<file path="src/rtl/mips_exec_ctrl_pkg.sv">
// Shared command bytes, controller state encoding and a saturating counter helper
// for the MIPS execution controller.
package mips_exec_ctrl_pkg;

  localparam logic [7:0] CMD_LOAD  = 8'h4C;
  localparam logic [7:0] CMD_RUN   = 8'h52;
  localparam logic [7:0] CMD_STEP  = 8'h53;
  localparam logic [7:0] CMD_CLEAR = 8'h43;

  typedef enum logic [2:0] {
    IDLE,
    LOAD_LEN,
    LOAD_BYTE,
    LOAD_WRITE,
    CPU_RST,
    RUN,
    STEP,
    DONE
  } ctrl_state_t;

  function automatic logic [31:0] sat_inc(input logic [31:0] value);
    return (&value) ? value : value + 32'd1;
  endfunction

endpackage

</file>
<file path="src/rtl/mips_exec_ctrl_byte_word_packer.sv">
// Little-endian 4-byte assembler: the first byte lands in [7:0]; word_complete
// flags the byte that fills the word so the controller can write it next cycle.
module byte_word_packer (
  input  logic        clk,
  input  logic        reset,
  input  logic        clear,
  input  logic        byte_valid,
  input  logic [7:0]  byte_data,
  output logic [31:0] word,
  output logic        word_complete
);

  logic [1:0] byte_idx;

  always_ff @(posedge clk or posedge reset) begin
    if (reset) begin
      byte_idx <= 2'd0;
      word     <= 32'd0;
    end else if (clear) begin
      byte_idx <= 2'd0;
      word     <= 32'd0;
    end else if (byte_valid) begin
      word[{byte_idx, 3'b000} +: 8] <= byte_data;
      byte_idx                      <= byte_idx + 2'd1;
    end
  end

  assign word_complete = byte_valid && (byte_idx == 2'd3);

endmodule

</file>
<file path="src/rtl/mips_exec_ctrl.sv">
// Execution controller for the pipelined MIPS core: loads instruction memory from
// a byte command stream, pulses the core reset and runs or single-steps the core.
module mips_exec_ctrl
  import mips_exec_ctrl_pkg::*;
#(
  parameter int unsigned IMEM_ADDR_W    = 8,
  parameter int unsigned CPU_RST_CYCLES = 2,
  parameter int unsigned MAX_RUN_CYCLES = 0
) (
  input  logic                   clk,
  input  logic                   reset,
  input  logic                   i_cmd_valid,
  input  logic [7:0]             i_cmd_data,
  output logic                   o_cmd_ready,
  input  logic                   i_cpu_halt,
  output logic                   o_cpu_en,
  output logic                   o_cpu_reset,
  output logic                   o_imem_we,
  output logic [IMEM_ADDR_W-1:0] o_imem_addr,
  output logic [31:0]            o_imem_wdata,
  output logic [31:0]            o_cycle_count,
  output logic                   o_halted,
  output logic                   o_timeout,
  output logic                   o_done,
  output logic                   o_busy
);

  localparam int unsigned RST_LAST = (CPU_RST_CYCLES > 0) ? CPU_RST_CYCLES - 1 : 0;

  ctrl_state_t            state, state_next;
  logic                   accept;
  logic                   pk_valid, pk_clear, pk_complete;
  logic [31:0]            pk_word;
  logic [IMEM_ADDR_W-1:0] word_addr;
  logic [8:0]             words_left;
  logic [15:0]            rst_cnt;
  logic [31:0]            count_inc, run_count_next;
  logic                   wd_hit, enter_rst, flags_block;

  assign accept      = i_cmd_valid && o_cmd_ready;
  assign pk_valid    = accept && (state == LOAD_BYTE);
  assign pk_clear    = (state == LOAD_LEN) || (state == LOAD_WRITE);
  assign flags_block = o_halted || o_timeout;

  byte_word_packer u_packer (
    .clk           (clk),
    .reset         (reset),
    .clear         (pk_clear),
    .byte_valid    (pk_valid),
    .byte_data     (i_cmd_data),
    .word          (pk_word),
    .word_complete (pk_complete)
  );

  // A count already at or past the limit also trips the watchdog, so a run
  // started after many steps cannot spin until the counter saturates.
  assign count_inc      = sat_inc(o_cycle_count);
  assign run_count_next = i_cpu_halt ? o_cycle_count : count_inc;
  assign wd_hit         = (MAX_RUN_CYCLES != 0) && (run_count_next >= 32'(MAX_RUN_CYCLES));

  always_ff @(posedge clk or posedge reset) begin
    if (reset) state <= IDLE;
    else       state <= state_next;
  end

  always_comb begin
    state_next = state;
    unique case (state)
      IDLE: begin
        if (accept) begin
          case (i_cmd_data)
            CMD_LOAD:  state_next = LOAD_LEN;
            CMD_RUN:   state_next = flags_block ? IDLE : RUN;
            CMD_STEP:  state_next = flags_block ? IDLE : STEP;
            CMD_CLEAR: state_next = CPU_RST;
            default:   state_next = IDLE;
          endcase
        end
      end
      LOAD_LEN:   if (accept) state_next = LOAD_BYTE;
      LOAD_BYTE:  if (pk_complete) state_next = LOAD_WRITE;
      LOAD_WRITE: state_next = (words_left == 9'd1) ? CPU_RST : LOAD_BYTE;
      CPU_RST:    if (rst_cnt == 16'd0) state_next = IDLE;
      RUN:        if (i_cpu_halt || wd_hit) state_next = DONE;
      STEP:       state_next = DONE;
      DONE:       state_next = IDLE;
      default:    state_next = IDLE;
    endcase
  end

  assign enter_rst = (state_next == CPU_RST) && (state != CPU_RST);

  // Load bookkeeping: a length byte of zero means a full 256-word image.
  always_ff @(posedge clk or posedge reset) begin
    if (reset) begin
      word_addr  <= '0;
      words_left <= 9'd0;
    end else if (state == LOAD_LEN && accept) begin
      word_addr  <= '0;
      words_left <= (i_cmd_data == 8'd0) ? 9'd256 : {1'b0, i_cmd_data};
    end else if (state == LOAD_WRITE) begin
      word_addr  <= word_addr + IMEM_ADDR_W'(1);
      words_left <= words_left - 9'd1;
    end
  end

  always_ff @(posedge clk or posedge reset) begin
    if (reset) begin
      rst_cnt       <= 16'd0;
      o_cycle_count <= 32'd0;
      o_halted      <= 1'b0;
      o_timeout     <= 1'b0;
    end else if (enter_rst) begin
      rst_cnt       <= 16'(RST_LAST);
      o_cycle_count <= 32'd0;
      o_halted      <= 1'b0;
      o_timeout     <= 1'b0;
    end else begin
      if (state == CPU_RST && rst_cnt != 16'd0) rst_cnt <= rst_cnt - 16'd1;
      if (state == RUN) begin
        o_cycle_count <= run_count_next;
        if (i_cpu_halt) o_halted  <= 1'b1;
        if (wd_hit)     o_timeout <= 1'b1;
      end
      if (state == STEP) begin
        if (i_cpu_halt) o_halted      <= 1'b1;
        else            o_cycle_count <= count_inc;
      end
    end
  end

  assign o_cmd_ready  = (state == IDLE) || (state == LOAD_LEN) || (state == LOAD_BYTE);
  assign o_cpu_en     = (state == RUN) || (state == STEP);
  assign o_cpu_reset  = (state == CPU_RST);
  assign o_imem_we    = (state == LOAD_WRITE);
  assign o_imem_addr  = word_addr;
  assign o_imem_wdata = pk_word;
  assign o_done       = (state == DONE);
  assign o_busy       = (state != IDLE);

endmodule

</file>
<file path="config.mk">
export PLATFORM = sky130hd
export DESIGN_NAME = mips_exec_ctrl
export DESIGN_NICKNAME = d
export VERILOG_FILES = /design/src/rtl/mips_exec_ctrl_pkg.sv /design/src/rtl/mips_exec_ctrl_byte_word_packer.sv /design/src/rtl/mips_exec_ctrl.sv
export SDC_FILE = /design/constraint.sdc
export NUM_CORES = 1
export LEC_CHECK = 0
export CORE_MARGIN = 2
export CORE_UTILIZATION = 30
export CTS_CLUSTER_DIAMETER = 30
export DETAILED_ROUTE_END_ITERATION = 10
export GPL_ROUTABILITY_DRIVEN = 0
export PLACE_DENSITY_LB_ADDON = 0.15
export SYNTH_ARGS = -nofsm -noshare
export SYNTH_HDL_FRONTEND = slang
export SYNTH_SLANG_ARGS = --single-unit
</file>
<file path="constraint.sdc">
create_clock -name clk -period 7.38 [get_ports clk]
set_input_delay 1.845 -clock clk [delete_from_list [all_inputs] [get_ports clk]]
set_output_delay 1.845 -clock clk [all_outputs]
set_load 0.02 [all_outputs]
</file>
==> results_dict.tcl <==
set metrics [dict create \
    status "finished clean" \
    slew_headroom 0.251 \
    fin_crit_ns 4.68 \
    crit_path_max_fanout 11 \
    synth_edf_count 0 \
    hold_viol 0 \
    hold_path.class "reg -> reg" \
    ir_worst_vdd_mv 0.168 \
    core_area_sq_um 18000 \
    wl_um 14900 \
    drive_above_1_share 0.0523 \
    synth_flop_cell "dfrtp_1" \
    syn_nets 615 \
    final_util 0.383 \
    die_h_um 140 \
    hpwl_um 10100 \
    avgSynthCellArea_sq_um 9.33 \
    ctsLongestPathBuffers 2 \
    drcViolationCount 0 \
    grt_max_degree 59 \
    numCtsBuffers 9 \
    holdPathStages 2 \
    dr.first_iter.drc_count 312 \
    grt_pass1_vias 4658 \
    finalNonFillerCells 898 \
    maxCapViolCount 0 \
    pwr_density_cell_nw_per_um2 350 \
    synth_cells 593 \
    clock_latency_ns 0.36 \
    cts_max_level 3 \
    worst_ep_required_time_ns 5.54 \
    row_count 49 \
    worst_slack_ns 2.70 \
    antenna_found_initial 0 \
    dr.pass1.iters 4 \
    slowest_stage "clkdlybuf4s50_1" \
    synth_top_area_frac 0.466 \
    cp.depth 4 \
    wl_per_cell_um 16.6 \
    grt_pass1_wl_um 24400 \
    ctsResizeCount 0 \
    cts.clk_slew.worst_paths_ns 0.08 \
    pre_cts_ws_ns 3.06 \
    async_flop_share 1.00 \
    ctsHoldBuffers 0 \
    timing.final.crit_share 0.634 \
    grt_use_met1 0.214 \
    ys_warn_count 0 \
    p_leak_nw 2.83 \
    antenna_cells 0 \
    fin_skew_ns 0.00757 \
    top_level_ports 92 \
    gr-total-overflow 0 \
    mostFrequentLayoutCells "dfrtp_1, clkdlybuf4s50_1, nand2_1" \
    tightest_slew_ns 1.12 \
    vias 4813 \
    dpl.cell_count 882 \
    netlist_area_sq_um 5530 \
    start_util 0.307 \
    synth.area.top_cells "dfrtp_1, nand2_1, a21oi_1" \
    max_stage_delay_ns 0.67 \
    ys_ff_latch 103 \
    ys_types 59 \
    finalSetupViolCount 0 \
    grt.total_usage 0.152 \
    arrival_ns 2.83 \
    synth_area_leader_cell "dfrtp_1" \
    crit_buf_inv 2 \
    die-area_sq_um 19500 \
    rsz0062_at_grt "false" \
    whs_ns 0.482 \
    max_freq_mhz 214 \
    avgViaCountPerCell 5.36 \
    chipWidth_um 140 \
    post-cts-setup-buffers 0 \
    cp-start-kind "register" \
    crit_family "buffers and inverters" \
    criticalPathCategory "reg -> out" \
    clockRootBuffer "clkbuf_16" \
    finalMaxSlewViolations 0 \
    layout_commonest_cell "dfrtp_1" \
    path_cells "nor2b_1 -> nand2_1 -> inv_1 -> clkdlybuf4s50_1" \
    cts_tree "built" \
    critPathCaptureType "output port" \
    met2_usage 0.237 \
    ant_nets 0 \
    use_met3 0.0262 \
    cts.sink_count 103 \
    rr_worst_depth 6 \
    area_growth_pct 25.0 \
    top_usage_layer "met2" \
    setup_tns_ns 0 \
    io_buffers 90 \
    yosysSeqAreaShare 0.466 \
    fin_nets 686 \
]
state kept, by name, summed over array words and instances, names as in the netlist:
signal             count
o_halted               1
o_imem_addr            8
state                  3
u_packer.byte_idx      2
o_cycle_count         32
words_left             9
u_packer.word         32
rst_cnt               16
worst min-delay path, delay by kind of cell (launching register included):
| family | cells | cell delay, ns |
|---|---|---|
| and+or+nand+nor | 2 | 0.10 |
| DFF | 1 | 0.35 |
routing by layer:
metal	wire (um)	part of all wire	vias to the layer above
li1	-	-	2343
met1	7340	0.49	2353
met2	6730	0.45	98
met3	572	0.038	19
met4	289	0.019	0
met5	0	0	-
final timing paths:
kind | start | endpoint | slack [ns]
worst max-delay path | state[0]$_DFF_PP0_ | o_imem_we | 2.70
worst min register to register | u_packer.word[21]$_DFFE_PP0P_ | u_packer.word[21]$_DFFE_PP0P_ | 0.48
min in group asynchronous | reset | o_imem_addr[3]$_DFFE_PP0P_ | 1.89
worst max register to register | state[0]$_DFF_PP0_ | o_cycle_count[1]$_DFF_PP0_ | 4.53
worst min-delay path | u_packer.word[21]$_DFFE_PP0P_ | u_packer.word[21]$_DFFE_PP0P_ | 0.48
max in group asynchronous | reset | o_cycle_count[10]$_DFF_PP0_ | 4.30
synthesized netlist by cell type, types with 4 or more instances:
library cell  count
and4_1            4
o21ai_0          38
xor2_1            8
nand2_1          73
nand2b_1          6
dfrtp_1         103
a21oi_1          39
nor3_1           11
buf_2            12
a22oi_1          21
and3_1           10
a2111oi_0         4
nand4_1          19
or3_1            16
inv_1            15
nor2_1           35
ha_1             10
or4_1            17
a22o_1           12
nand3_1          29
xnor2_1          16
clkbuf_1         18
o31ai_1          13
nor4_1            9
stage by stage:
| stage | area, sq um | total power, mW |
|---|---|---|
| floorplan | 5530 | 1.56 |
| global placement | 6600 | 1.91 |
| detailed placement | 6600 | 1.93 |
| CTS | 6910 | 2.44 |
| global route | 6910 | 2.58 |
| finish | 6910 | 2.42 |
power breakdown:
group	leakage, nW	internal, mW	total [mW]	switching (mW)
clock	0.153	0.271	0.507	0.236
sequential	1.39	0.710	0.877	0.167
combinational	1.30	0.401	1.03	0.631
cell families (layout without fill, tap and decap cells):
group	Yosys count	in the layout	synth area share
simple gates	248	248	0.239
compound gates	155	155	0.188
flops	103	103	0.466
buf+inv	50	126	0.0400
xor+xnor	25	25	0.0410
fa+ha+maj	10	10	0.0226
other cells	1	1	0.000678
mux	1	1	0.00181
layout make-up:
cell class | instances | area [sq um]
sequential | 103 | 2580
clock inverter | 7 | 85.1
multi-input combinational | 440 | 2740
clock buffer | 9 | 225
tap | 229 | 287
timing repair buffer | 95 | 938
fill | 1825 | 11100
inverter | 15 | 58.8
Power figures use the tool's default switching activity.
